File: config.mk
export PLATFORM = sky130hd
export DESIGN_NAME = conv_tile_scheduler_flat
export DESIGN_NICKNAME = d
export VERILOG_FILES = /design/src/rtl/conv_tile_scheduler_if.sv /design/src/rtl/conv_tile_scheduler.sv /design/src/flat_wrapper.sv
export SDC_FILE = /design/constraint.sdc
export NUM_CORES = 1
export LEC_CHECK = 0
export ABC_AREA = 1
export BUFFER_PORTS_ARGS = -buffer_cell sky130_fd_sc_hd__buf_2
export CORE_MARGIN = 5
export CORE_UTILIZATION = 50
export CTS_BUF_LIST = sky130_fd_sc_hd__clkbuf_8 sky130_fd_sc_hd__clkbuf_16
export CTS_CLUSTER_DIAMETER = 120
export CTS_CLUSTER_SIZE = 20
export DETAILED_ROUTE_END_ITERATION = 12
export PLACE_DENSITY = 0.71
export SLEW_MARGIN = 20
export SYNTH_ARGS = -nofsm -noshare
export SYNTH_HDL_FRONTEND = slang
export SYNTH_SLANG_ARGS = --single-unit
File: constraint.sdc
create_clock -name clk -period 3.4 [get_ports clk]
set_input_delay 0.68 -clock clk [delete_from_list [all_inputs] [get_ports clk]]
set_output_delay 0.68 -clock clk [all_outputs]
set_load 0.05 [all_outputs]
File: src/rtl/conv_tile_scheduler_if.sv
// Control/result handshake bundle between host, convolution PE and result buffer.
// The scheduler takes the slave side; host/PE/buffer logic takes the master side.
interface conv_tile_scheduler_if #(
   parameter int TILE_W = 2
);
   logic              start;
   logic [TILE_W:0]   num_tiles;
   logic              abort;
   logic              kernel_load_en;
   logic [TILE_W-1:0] tile_sel;
   logic              pe_start;
   logic              res_valid;
   logic              res_ready;
   logic [TILE_W-1:0] res_tile;
   logic              busy;
   logic              done;

   modport slave (
      input  start, num_tiles, abort, res_ready,
      output kernel_load_en, tile_sel, pe_start, res_valid, res_tile, busy, done
   );

   modport master (
      output start, num_tiles, abort, res_ready,
      input  kernel_load_en, tile_sel, pe_start, res_valid, res_tile, busy, done
   );
endinterface

File: src/rtl/conv_tile_scheduler.sv
// Time-shares one 3x3 convolution PE across the output tiles of a feature map:
// kernel load, per-tile issue, latency wait, result handshake, job-done pulse.
module conv_tile_scheduler #(
   parameter int N_TILES = 4,
   parameter int TILE_W  = 2,
   parameter int PE_LAT  = 0,
   parameter int LAT_W   = 4
) (
   input  logic                 clk,
   input  logic                 reset_n,
   conv_tile_scheduler_if.slave sched
);

   typedef enum logic [2:0] {
      ST_IDLE  = 3'd0,
      ST_LOAD  = 3'd1,
      ST_ISSUE = 3'd2,
      ST_WAIT  = 3'd3,
      ST_WRITE = 3'd4,
      ST_DONE  = 3'd5
   } state_t;

   localparam logic [TILE_W:0]  MAX_N    = (TILE_W+1)'(N_TILES);
   localparam logic [LAT_W-1:0] LAT_INIT = LAT_W'(PE_LAT);

   state_t            r_state;
   state_t            w_state_next;
   logic [TILE_W-1:0] r_tile;
   logic [TILE_W-1:0] r_tile_sel;
   logic [TILE_W-1:0] r_last;
   logic [LAT_W-1:0]  r_lat_cnt;
   logic [TILE_W:0]   w_n_clamped;
   logic [TILE_W:0]   w_n_minus1;
   logic              w_abort;

   assign w_n_clamped = (sched.num_tiles > MAX_N) ? MAX_N : sched.num_tiles;
   assign w_n_minus1  = w_n_clamped - (TILE_W+1)'(1);
   assign w_abort     = sched.abort && (r_state != ST_IDLE);

   // State register
   always_ff @(posedge clk or negedge reset_n) begin
      if (!reset_n) begin
         r_state <= ST_IDLE;
      end else begin
         r_state <= w_state_next;
      end
   end

   // Next-state logic; abort outranks every other transition
   always_comb begin
      w_state_next = r_state;
      if (w_abort) begin
         w_state_next = ST_IDLE;
      end else begin
         case (r_state)
            ST_IDLE: begin
               if (sched.start) begin
                  w_state_next = (w_n_clamped == '0) ? ST_DONE : ST_LOAD;
               end else begin
                  w_state_next = ST_IDLE;
               end
            end
            ST_LOAD:  w_state_next = ST_ISSUE;
            ST_ISSUE: w_state_next = (PE_LAT == 0) ? ST_WRITE : ST_WAIT;
            ST_WAIT: begin
               if (r_lat_cnt <= LAT_W'(1)) begin
                  w_state_next = ST_WRITE;
               end else begin
                  w_state_next = ST_WAIT;
               end
            end
            ST_WRITE: begin
               if (sched.res_ready) begin
                  w_state_next = (r_tile == r_last) ? ST_DONE : ST_ISSUE;
               end else begin
                  w_state_next = ST_WRITE;
               end
            end
            ST_DONE:  w_state_next = ST_IDLE;
            default:  w_state_next = ST_IDLE;
         endcase
      end
   end

   // Tile index, last-tile bound, mux select and latency counter
   always_ff @(posedge clk or negedge reset_n) begin
      if (!reset_n) begin
         r_tile     <= '0;
         r_tile_sel <= '0;
         r_last     <= '0;
         r_lat_cnt  <= '0;
      end else if (w_abort) begin
         r_tile    <= '0;
         r_lat_cnt <= '0;
      end else begin
         case (r_state)
            ST_IDLE: begin
               if (sched.start && (w_n_clamped != '0)) begin
                  r_tile <= '0;
                  r_last <= w_n_minus1[TILE_W-1:0];
               end
            end
            // tile_sel is loaded on the way into ISSUE so it is valid with pe_start
            ST_LOAD:  r_tile_sel <= r_tile;
            ST_ISSUE: r_lat_cnt  <= LAT_INIT;
            ST_WAIT:  r_lat_cnt  <= r_lat_cnt - LAT_W'(1);
            ST_WRITE: begin
               if (sched.res_ready && (r_tile != r_last)) begin
                  r_tile     <= r_tile + TILE_W'(1);
                  r_tile_sel <= r_tile + TILE_W'(1);
               end
            end
            default: ;
         endcase
      end
   end

   // Moore output decode from the state register
   always_comb begin
      sched.kernel_load_en = (r_state == ST_LOAD);
      sched.pe_start       = (r_state == ST_ISSUE);
      sched.res_valid      = (r_state == ST_WRITE);
      sched.busy           = (r_state != ST_IDLE);
      sched.done           = (r_state == ST_DONE);
      sched.tile_sel       = r_tile_sel;
      sched.res_tile       = r_tile;
   end

endmodule

File: src/flat_wrapper.sv
// flat-port wrapper written by rule: the top's interface ports become plain ports
module conv_tile_scheduler_flat 
#(
   parameter int N_TILES = 4,
   parameter int TILE_W  = 2,
   parameter int PE_LAT  = 0,
   parameter int LAT_W   = 4
)
  (clk, reset_n, sched_start, sched_num_tiles, sched_abort, sched_res_ready, sched_kernel_load_en, sched_tile_sel, sched_pe_start, sched_res_valid, sched_res_tile, sched_busy, sched_done);
  conv_tile_scheduler_if #(.TILE_W(TILE_W)) sched_i ();
  input  logic clk;
  input  logic reset_n;
  input wire logic [$bits(sched_i.start)-1:0] sched_start;
  input wire logic [$bits(sched_i.num_tiles)-1:0] sched_num_tiles;
  input wire logic [$bits(sched_i.abort)-1:0] sched_abort;
  input wire logic [$bits(sched_i.res_ready)-1:0] sched_res_ready;
  output wire logic [$bits(sched_i.kernel_load_en)-1:0] sched_kernel_load_en;
  output wire logic [$bits(sched_i.tile_sel)-1:0] sched_tile_sel;
  output wire logic [$bits(sched_i.pe_start)-1:0] sched_pe_start;
  output wire logic [$bits(sched_i.res_valid)-1:0] sched_res_valid;
  output wire logic [$bits(sched_i.res_tile)-1:0] sched_res_tile;
  output wire logic [$bits(sched_i.busy)-1:0] sched_busy;
  output wire logic [$bits(sched_i.done)-1:0] sched_done;
  assign sched_i.start = sched_start;
  assign sched_i.num_tiles = sched_num_tiles;
  assign sched_i.abort = sched_abort;
  assign sched_i.res_ready = sched_res_ready;
  assign sched_kernel_load_en = sched_i.kernel_load_en;
  assign sched_tile_sel = sched_i.tile_sel;
  assign sched_pe_start = sched_i.pe_start;
  assign sched_res_valid = sched_i.res_valid;
  assign sched_res_tile = sched_i.res_tile;
  assign sched_busy = sched_i.busy;
  assign sched_done = sched_i.done;
  conv_tile_scheduler #(.N_TILES(N_TILES), .TILE_W(TILE_W), .PE_LAT(PE_LAT), .LAT_W(LAT_W)) u_core (.clk(clk), .reset_n(reset_n), .sched(sched_i));
endmodule
# ---- After elaboration in Yosys (flattened, before gate mapping)
# Index checks and enable logic that the tools add are counted.
dict set report op_classes {
  n_lt_le_gt_ge 2
  addsub 3
  multipliers 0
  div_mod_pow 0
  muxes 15
  eq_ne 10
  bitwise_logic 1
  n_reduce_logical 13
  shifts 0
}
# op count
set op_table {}
lappend op_table {{2-to-1 mux 3 bit} 7}
lappend op_table {{case mux 3 bit (5 select lines)} 1}
lappend op_table {{nonzero test 3 bit} 4}
lappend op_table {{AND reduction 3 bit} 3}
lappend op_table {{case mux 2 bit (2 select lines)} 2}
lappend op_table {{case mux 4 bit (2 select lines)} 1}
lappend op_table {{== test 3 x 2 -> 1 bit, second input constant} 2}
lappend op_table {{== test 3 bit, second input constant} 2}
lappend op_table {{logical NOT 3 bit} 2}
lappend op_table {{2-to-1 mux 2 bit} 3}
lappend op_table {{!= test 3 x 1 -> 1 bit, second input constant} 2}
lappend op_table {{less-or-equal comparator 4 x 1 -> 1 bit, second input constant} 1}
lappend op_table {{2-to-1 mux 4 bit} 1}
lappend op_table {{subtractor 4 x 1 -> 4 bit, second input constant} 1}
lappend op_table {{== test 3 x 1 -> 1 bit, second input constant} 1}
lappend op_table {{> comparator 3 bit, second input constant} 1}
lappend op_table {{logical AND 1 bit} 3}
lappend op_table {{adder 2 x 1 -> 2 bit, second input constant} 1}
lappend op_table {{== test 2 bit} 1}
lappend op_table {{!= test 2 x 1 -> 1 bit, second input constant} 1}
lappend op_table {{!= test 2 bit} 1}
lappend op_table {{nonzero test 2 bit} 1}
lappend op_table {{subtractor 2 x 1 -> 2 bit, second input constant} 1}
lappend op_table {{inverter 1 bit} 1}
dict set report totals {
  memories 0
  latch_bits 0
  rom_bits 0
  inputBits 8
  register_bits 13
  ramBits 0
}

# ---- Logic depth before layout (Yosys ltp)
dict set report logic_depth {
  word_depth 7
  depth_mapped 10
}

# ---- Least setup slack after synthesis
# OpenSTA, ideal clock, no wires.
dict set report synth_timing {
  path_kind {register -> output}
  startpoint {register u_core.r_state[0]}
  endpoint {output port sched_done}
  arrival_ns 1.604
  t_required_ns 2.720
  stages_incl_launch_ff 3
  slack_ns 1.116
  cell_sequence {dfrtp_1 inv_2 nor3_1}
}
dict set report synth_between {
  elab_chain_cells 1
}
# element line_no
set synth_lines {}
lappend synth_lines {{start: declaration} conv_tile_scheduler.sv:26} ;# state_t r_state;
lappend synth_lines {{start signal: assignment} conv_tile_scheduler.sv:45} ;# r_state <= w_state_next;
lappend synth_lines {{== test 3 bit} conv_tile_scheduler.sv:124} ;# sched.done = (r_state == ST_DONE);
lappend synth_lines {{end: declaration} flat_wrapper.sv:23} ;# output wire logic [$bits(sched_i.done)-1:0] sched_done;
# Every way passes these cells.

# ---- Worst setup path after layout
dict set report layout_timing {
  startpoint {register u_core.r_state[1]}
  endpoint {output port sched_res_valid}
}
dict set report layout_between {
  elab_chain_cells 1
}
# element line_no
set layout_lines {}
lappend layout_lines {{== test 3 bit} conv_tile_scheduler.sv:122} ;# sched.res_valid = (r_state == ST_WRITE);
lappend layout_lines {{end: declaration} flat_wrapper.sv:20} ;# output wire logic [$bits(sched_i.res_valid)-1:0] sched_res_valid;
# Every way passes these cells.

==> flow_metrics.tcl <==
set metrics [dict create \
    die_h_um 52.51 \
    cts.sinks 13 \
    status "finished clean" \
    placed_cell_area_sq_um 1015 \
    grtUsageTotal_pct 15.50 \
    dp.cells 166 \
    drive_gt1_share_pct 27.59 \
    postCtsHoldBufs 0 \
    power_frac_comb_pct 57.6 \
    rsz0062_at_grt "false" \
    drv_cap 0 \
    insertion_delay_ns 0.24 \
    die_area_sq_um 2757 \
    finalHoldViolCount 0 \
    worstPathArrival_ns 1.32 \
    finalSetupViolCount 0 \
    clkPwrFrac_pct 14.4 \
    post-place-ws_ns 1.515 \
    grt_pass1_vias 773 \
    wl_met2_um 955 \
    ant_nets 0 \
    drc 0 \
    clock-root-buffer "clkbuf_8" \
    antennaDiodeCount 0 \
    p_sw_share_pct 51.22 \
    yosysWarnings 0 \
    critical_path_class "register to output pin" \
    cts_tree "yes" \
    dr_total_vias 838 \
    drt_iter0_drc 9 \
    cts_buffers 3 \
    die_w_um 52.51 \
    finClkSkew_ns 0.0005251 \
    crit_fanout 5 \
    ios 17 \
    powerDensity_nw_per_um2 869.3 \
    worstReg2RegEnd "u_core.sched.tile_sel[0]$_DFFE_PN0P_" \
    hp-class "input pin to async pin" \
    num-nets-final 158 \
    wirelength_mm 1.888 \
    finalCriticalPeriod_ns 2.001 \
    htreeDepth 1 \
    tightestPinTransition_ns 0.2983 \
    grt_pass1_wl_mm 3.229 \
    slew_headroom_pct 80.11 \
    seqPwrFrac_pct 28.0 \
    power.total_mw 0.9213 \
    holdWs_ns 0.3195 \
    viasPerCell 4.929 \
    seq_area_frac_synth_pct 36.01 \
    fin_ws_ns 1.399 \
    drtPass1Iterations 4 \
    r2r_slack_ns 2.03 \
    wire_per_inst_um 11.11 \
    synth-seq-cells 13 \
    r2r_cells 6 \
    final_cells 170 \
    timing.final.crit_share_pct 58.86 \
    initial_utilization_pct 52.32 \
    place.gp.congestion 0.8041 \
    synth_area_sq_um 903.4 \
    synth.distinct_cells 22 \
    slew_violations 0 \
    synthCells 125 \
    coreArea_sq_um 1727 \
    route.met3.wl_um 86 \
    num_rows 15 \
    wl_met1_um 826 \
    overflow 0 \
    grt_antenna_before_repair 0 \
    startpoint "u_core.r_state[1]$_DFF_PN0_" \
    cts_setup_buffers 0 \
    power.leakage_nw 0.6283 \
    p_int_mw 0.4494 \
    final_cell_area_sq_um 1060 \
    final.setup.tns_ns 0 \
    clk_path_buf_depth 2 \
    area_growth_pct 17.31 \
    p_sw_mw 0.4719 \
    cp.required_ns 2.72 \
    dp_hpwl_mm 1.518 \
    fin_util_pct 61.38 \
    clock.fmax_mhz 499.7 \
    ir_drop_mv 0.4291 \
    clk_pin_slew_worst_paths_ns 0.05 \
    cts_resized 0 \
    port_buffers 16 \
    grt_max_degree 14 \
    critPathCaptureType "output pin" \
    synth.avg_cell_area_sq_um 7.227 \
    topRoutingLayerUsed "met4" \
    startpoint_type "register" \
    timing.rr.start "u_core.r_state[1]$_DFF_PN0_" \
    synth_nets 137 \
]
[critical path: stages (launching register included)]
cell	delay, ns
dfrtp_1	0.43
nor2_4	0.17
nand2_2	0.10
inv_2	0.11
buf_2	0.27
[layer usage]
layer,vias to the layer above,track usage (%)
li1,431,-
met1,388,19.29
met2,15,26.86
met3,4,2.564
met4,0,5.106
met5,-,0
[placed cells by master, fill, tap and decap left out, types with 2 or more instances in the layout]
| master | instances |
|---|---|
| a21oi_1 | 2 |
| buf_2 | 16 |
| clkbuf_8 | 3 |
| dfrtp_1 | 13 |
| ha_1 | 4 |
| inv_1 | 19 |
| inv_2 | 5 |
| nand2_1 | 32 |
| nand2_2 | 7 |
| nand2_4 | 3 |
| nand3_1 | 7 |
| nand3b_1 | 2 |
| nand4_1 | 2 |
| nor2_1 | 11 |
| nor2_4 | 2 |
| o21ai_1 | 8 |
| xor2_1 | 2 |
[synthesized netlist by cell type]
cell type / count / area, sq um
nand3_2: 1 / 10.01
nor2_4: 2 / 22.52
inv_1: 18 / 67.56
o21ai_0: 1 / 5.000
nand2_1: 32 / 120.1
ha_1: 4 / 50.05
inv_2: 5 / 18.77
nor3_1: 1 / 5.000
nand4_1: 2 / 12.51
nor2_1: 11 / 41.29
o21ai_1: 8 / 40.04
nand2_2: 7 / 43.79
nand3b_1: 2 / 15.01
xor2_1: 2 / 17.52
a31oi_1: 1 / 6.260
nor2_2: 1 / 6.260
a21oi_2: 1 / 8.760
nand3_1: 7 / 35.03
a21oi_1: 2 / 10.01
dfrtp_1: 13 / 325.3
nand2_4: 3 / 33.78
and2_4: 1 / 8.760
[final cells by class]
cell class              count  area (sq um)
fillers                   171         666.9
multi-input cells          89         491.7
flip-flops and latches     13         325.3
inverters                  23         86.33
repair buffers             16         80.08
clock buffers               3         41.29
well taps                  25         31.28
clock inverters             1         3.754
[state kept, by name, indices dropped and copies added, names as in the netlist]
signal and flops:
u_core.r_lat_cnt 4, u_core.r_state 3, u_core.r_last 2, u_core.sched.res_tile 2, u_core.sched.tile_sel 2
[power by group through the flow]
| stage | combinational (mW) | sequential (mW) | clock [mW] |
|---|---|---|---|
| 6_report | 0.531 | 0.258 | 0.133 |
| 5_1_grt | 0.585 | 0.266 | 0.145 |
| 4_1_cts | 0.535 | 0.257 | 0.136 |
| 3_5_place_dp | 0.529 | 0.260 | 0 |
| 3_3_place_gp | 0.519 | 0.258 | 0 |
| 2_1_floorplan | 0.385 | 0.292 | 0 |
[kinds of logic after synthesis]
| logic type | synth area share, % |
|---|---|
| and+or+nand+nor | 39.20 |
| buffers and inverters | 9.556 |
| AOI/OAI and AO/OA | 7.757 |
| DFF | 36.01 |
| adders and majority gates | 5.540 |
| xor gates and xnor gates | 1.939 |
[how the worst max path moves through the flow]
stage                                            to  slack, ns  cells past startpoint
6_report                            sched_res_valid       1.40                      4
5_1_grt                             sched_res_valid       1.33                      4
4_1_cts                             sched_res_valid       1.39                      4
3_5_place_dp   u_core.sched.res_tile[0]$_DFFE_PN0P_       1.52                     10
3_3_place_gp   u_core.sched.res_tile[0]$_DFFE_PN0P_       1.57                     10
2_1_floorplan                            sched_done       1.12                      2
Note: power is estimated with default switching activity, not from simulation.
